**config.mk**
```make
export PLATFORM = sky130hd
export DESIGN_NAME = pc_fetch_seq
export DESIGN_NICKNAME = d
export VERILOG_FILES = /design/src/rtl/pc_fetch_seq.sv
export SDC_FILE = /design/constraint.sdc
export NUM_CORES = 1
export LEC_CHECK = 0
export CORE_MARGIN = 5
export CORE_UTILIZATION = 41
export CTS_CLUSTER_SIZE = 28
export DETAILED_ROUTE_END_ITERATION = 16
export GPL_TIMING_DRIVEN = 0
export PLACE_DENSITY_LB_ADDON = 0.08
export REMOVE_ABC_BUFFERS = 1
export SETUP_SLACK_MARGIN = 0.02
export SYNTH_ARGS = -nofsm -noshare
export SYNTH_HDL_FRONTEND = slang
export SYNTH_SLANG_ARGS = --single-unit
```
**constraint.sdc**
```tcl
create_clock -name clk -period 4.31 [get_ports clk]
set_clock_uncertainty 0.05 [all_clocks]
set_input_delay 0.6465 -clock clk [delete_from_list [all_inputs] [get_ports clk]]
set_output_delay 0.6465 -clock clk [all_outputs]
set_load 0.05 [all_outputs]
```
**src/rtl/pc_fetch_seq.sv**
```systemverilog
// pc_fetch_seq: program counter and fetch/retire controller with next-PC select and misalignment trap
module pc_fetch_seq #(
    parameter int              XLEN      = 32,
    parameter logic [XLEN-1:0] RESET_VEC = 32'h0000_0000,
    parameter logic [XLEN-1:0] TRAP_VEC  = 32'h0000_0100
) (
    input  logic            clk,
    input  logic            rst,
    output logic            imem_req,
    output logic [XLEN-1:0] imem_addr,
    input  logic            imem_ready,
    input  logic [31:0]     imem_rdata,
    output logic [31:0]     instr,
    output logic            instr_valid,
    input  logic            retire,
    input  logic [6:0]      opcode,
    input  logic            and_out,
    input  logic [XLEN-1:0] imm,
    input  logic [XLEN-1:0] rs1_val,
    output logic [XLEN-1:0] pc,
    output logic [XLEN-1:0] pc_plus4,
    output logic            trap,
    output logic [XLEN-1:0] trap_pc,
    output logic [31:0]     instret
);
    typedef enum logic [1:0] {IDLE, FETCH, EXEC} state_t;
    localparam logic [6:0] OP_BRANCH = 7'b1100011;
    localparam logic [6:0] OP_JAL    = 7'b1101111;
    localparam logic [6:0] OP_JALR   = 7'b1100111;
    localparam logic [XLEN-1:0] CLR_LSB = {{(XLEN-1){1'b1}}, 1'b0};
    state_t          state_q, state_d;
    logic [XLEN-1:0] pc_q, pc_d, trap_pc_q, trap_pc_d, target;
    logic [31:0]     instr_q, instr_d, instret_q, instret_d;
    logic            trap_q, trap_d, misaligned;
    assign pc_plus4    = pc_q + XLEN'(4);
    assign pc          = pc_q;
    assign imem_addr   = pc_q;
    assign imem_req    = state_q == FETCH;
    assign instr_valid = state_q == EXEC;
    assign instr       = instr_q;
    assign instret     = instret_q;
    assign trap        = trap_q;
    assign trap_pc     = trap_pc_q;
    // Next-PC select; jumps and taken branches go pc-relative, JALR is register-relative with bit 0 cleared
    always_comb begin
        target = ((opcode == OP_BRANCH && and_out) || opcode == OP_JAL) ? pc_q + imm :
                 opcode == OP_JALR ? (rs1_val + imm) & CLR_LSB : pc_plus4;
        misaligned = |target[1:0];
    end
    // FSM next state: latch the fetched word, then redirect the PC when the instruction retires
    always_comb begin
        state_d   = state_q;
        pc_d      = pc_q;
        instr_d   = instr_q;
        instret_d = instret_q;
        trap_d    = 1'b0;
        trap_pc_d = trap_pc_q;
        case (state_q)
            IDLE:  state_d = FETCH;
            FETCH: if (imem_ready) begin
                instr_d = imem_rdata;
                state_d = EXEC;
            end
            EXEC:  if (retire) begin
                state_d   = FETCH;
                instret_d = instret_q + 32'd1;
                pc_d      = misaligned ? TRAP_VEC : target;
                trap_d    = misaligned;
                trap_pc_d = misaligned ? pc_q : trap_pc_q;
            end
            default: state_d = IDLE;
        endcase
    end
    // State registers with synchronous reset that abandons any request in flight
    always_ff @(posedge clk) begin
        if (rst) begin
            state_q   <= IDLE;
            pc_q      <= RESET_VEC;
            instr_q   <= 32'h0000_0013;
            instret_q <= '0;
            trap_q    <= 1'b0;
            trap_pc_q <= '0;
        end else begin
            state_q   <= state_d;
            pc_q      <= pc_d;
            instr_q   <= instr_d;
            instret_q <= instret_d;
            trap_q    <= trap_d;
            trap_pc_q <= trap_pc_d;
        end
    end
endmodule

```
==> metrics.md <==
| Metric | Value |
|---|---|
| Detail Placement HPWL | ~27000 um |
| Layout Utilization | 0.570 |
| Total GRT Usage | 0.240 |
| Met1 usage in global routing | 0.330 |
| Cell Chain, Critical Path | and4_1 > nand4_2 > nor3_2 > nand2_1 > xnor2_1 > clkdlybuf4s50_1 |
| Slew headroom | 0.137 |
| H-tree levels | 4 |
| Latest clock arrival within the worst-skew pair | between 400 and 500 ps |
| First-pass GRT wire length | between 50000 and 60000 um |
| Vias in the first global route | 9238 |
| Vias per cell | approximately 5.6 |
| Max-cap violations | 0 |
| DRC viols | 0 |
| Met3 GRT Util | 0.0410 |
| Cells after DPL | 1800 |
| Worst Path Max Fanout | 10 |
| CTS sink cnt | between 100 and 150 |
| CP required | 3610 ps |
| CTS Buf Count | 17 |
| P per Cell Area | roughly 250 nW/um^2 |
| Die footprint | 27400 sq um |
| Worst Hold Path EP | instr[10] |
| Starting Density | 0.420 |
| Routed Antenna Nets | 0 |
| Post-Synth Simple-Gate Area | 0.221 |
| 1st-pass router iterations | 5 |
| Maximum clock rate | 243 MHz |
| Clock slew at reported path FFs | about 70 ps |
| Finished Cell Area | between 10000 and 15000 sq um |
| Largest net degree at the start of global routing | 70 |
| Top_reg_cell synth | dfxtp_1 |
| Reg2reg end | imem_addr[29] |
| Final worst setup slack | ~200 ps |
| CTS Root Buffer Type | clkbuf_16 |
| Hold Crit Depth | 2 |
| Worst R2R Path Depth | 10 |
| Die width | roughly 170 um |
| Die Height | 165 um |
| DP Area | between 10000 and 15000 sq um |
| Compound-gate portion of the synthesized area | 0.239 |
| Final Hold Violating Endpoints | 0 |
| Leak | ~5.0 nW |
| Hold crit path type | reg -> reg |
| Post-synth ARST share | 0 |
| CP arrival | 3410 ps |
| Row count | 56 |
| Post-Synth XOR/XNOR Area | 0.0840 |
| Largest family of logic cells by synthesized area | compound AO/OA/AOI/OAI gates |
| Reg-to-reg slack, setup | 630 ps |
| Final number of setup-violating endpoints | 0 |
| Yosys warns | 0 |
| Grt met2 use | 0.396 |
| Critical path class | reg -> out |
| CP Launch Type | flop |
| Min-delay src | instr[10] |
| IO Count | around 300 |
| Non-Filler Instances | about 1800 |
| CTS tree | yes |
| Clk buf depth | 2 |
| Layout cells sized above 1 | 0.0482 |
| Min cycle time layout | 4110 ps |
| Grt peak-use layer | met2 |
| DP Worst Slack | between 15 and 20 ps |
| Peak VDD IR | approximately 0.27 mV |
| Total gr overflow | 0 |
| Fillers | 2265 |
| FF+latch count, synth | roughly 130 |
| Status | completed |
| Core footprint | 23600 sq um |
| Sequential cell area fraction in the yosys report | 0.265 |
| Post-synthesis mux area share | 0.0415 |
| Crit share post-route | 0.954 |
| Diode count | 0 |
| Post-Syn Area | ~9900 sq um |
| R2r startpoint | imem_addr[0] |
| WL final | 34600 um |
| Routed len/inst | approximately 19 um |
| Post-synthesis adder-cell area fraction | 0.0836 |
| Crit path capture type | output port |
| GP Congestion | around 0.94 |
| IO buf count | 302 |
| Number of DRC markers in iteration 0 | around 660 |
| Mapped Cells | 1265 |
| Power Total | 3.31 mW |
| Syn Area/Cell | around 7.8 sq um |
| EDFF count, synth | 0 |
| Post-CTS Hold Buffers | 0 |
| Setup repair bufs after CTS | 0 |
| Final nets | about 1700 |
| Critical path's top delay family | simple AND/OR/NAND/NOR gates |
| Worst Hold Slack | ~400 ps |
| Tightest Pin Transition | between 1000 and 1500 ps |
| RSZ-0062 raised after global routing | false |
| Buffers plus inverters on the worst setup path | 1 |
| Slowest cell delay on critical path | between 900 and 1000 ps |
| Distinct cells, synth | 87 |
| Vias | around 10000 |
| Max-slew violation count | 0 |
| Initial antenna violation count | 0 |
| Crit-path slowest cell | clkdlybuf4s50_1 |
| Fin Setup TNS | 0 ps |
| Area grow syn2layout | 36.0% |
-- worst min-delay path, stage by stage, from the launching register on --
cell and delay (ps):
dfxtp_1 300, nand2_1 50, a21oi_1 50
-- worst max path at each step --
stage            startpoint       endpoint  depth (start not counted)  slack (ps)
6_report       imem_addr[4]   pc_plus4[23]                          6         200
5_1_grt        imem_addr[4]   pc_plus4[31]                          6          90
4_1_cts        imem_addr[4]   pc_plus4[31]                          6         110
3_3_place_gp      opcode[4]  imem_addr[31]                          9       -2890
2_1_floorplan     opcode[4]  imem_addr[30]                          8         130
3_5_place_dp         imm[0]  imem_addr[29]                         11          20
-- flip-flops by register name, summed over array words and instances, names as in the netlist --
name	flops
trap_pc	32
instr	32
imem_addr	32
trap	1
instret	32
state_q	2
-- where the power goes --
| group | internal [mW] | leakage [nW] | switching (mW) |
|---|---|---|---|
| combinational | 0.285 | 3.65 | 0.399 |
| sequential | 1.23 | 1.06 | 0.0113 |
| clock | 0.762 | 0.273 | 0.625 |
| total | 2.28 | 4.98 | 1.04 |
-- cell type report --
class                      count  area [sq um]  share of cell area
clock buffer                  17           425              0.0316
clock inverter                15           135              0.0100
inverter                      27           101             0.00752
multi-input combinational   1014          6650               0.493
sequential                   131          2620               0.195
tap                          319           399              0.0296
timing repair buffer         309          3140               0.233
-- cell families (layout without fill, tap and decap cells) --
logic type      Yosys count  in the layout
fa+ha+maj                65             65
xor+xnor                 95             95
mux                      41             41
flops                   131            131
compound gates          355            355
buf+inv                 120            368
simple gates            458            458
-- what timing repair did --
item / in CTS / in global routing
gates resized for setup: 1 / 1
cloned: 0 / 0
setup endpoints to repair: 1 / 3
endpoints found under the hold margin: 0 / 0
-- routing by layer --
| metal | vias up | part of all wire |
|---|---|---|
| met3 | 30 | 0.078 |
| li1 | 5034 | - |
| met5 | - | 0 |
| met2 | 354 | 0.45 |
| met1 | 4835 | 0.45 |
| met4 | 0 | 0.013 |
-- synth_stat cells (5+ instances only) --
cell type	instances	area, sq um
clkbuf_1	45	169
or3_1	13	81.3
o21a_1	12	90.1
nand2_1	161	604
nor2_1	126	473
xor2_1	38	333
a22oi_1	6	45.0
o211ai_1	23	173
nor2b_1	6	37.5
nand3_1	30	150
buf_4	35	263
and4_1	8	70.1
and3_1	15	93.8
nand2b_1	10	62.6
nand4_1	24	150
dfxtp_1	131	2620
o21ai_0	46	230
inv_1	25	93.8
a31oi_1	10	62.6
a211oi_1	21	158
mux2i_1	40	400
a221o_1	5	50.1
nor4_1	7	43.8
a21oi_1	119	596
o31ai_1	8	60.1
ha_1	63	788
a21o_1	24	180
a221oi_1	6	52.6
o21ai_1	12	60.1
and2_1	9	56.3
a311oi_1	6	52.6
nor3_1	16	80.1
o21bai_1	12	90.1
xnor2_1	57	499
-- cells in the final DEF, fill, tap and decap left out, drive strengths merged, types with 7 or more instances in the layout --
cell type      Yosys  layout
nor3              17      17
ha                63      63
clkdlybuf4s50      0     300
nor2             127     127
and2              10      10
dfxtp            131     131
buf               45       8
o21a              12      12
mux2i             40      40
a311oi             7       7
a211oi            23      23
o21bai            12      12
inv               26      36
clkbuf            48      17
nor4              12      12
a21oi            119     119
and3              15      15
o211ai            24      24
nand4             25      25
nand2            163     163
o31ai              8       8
a21o              27      27
and4               8       8
xnor2             57      57
a31oi             10      10
nand3             30      30
xor2              38      38
or3               13      13
nand2b            10      10
o21ai             58      58
Power figures use the tool's default switching activity.
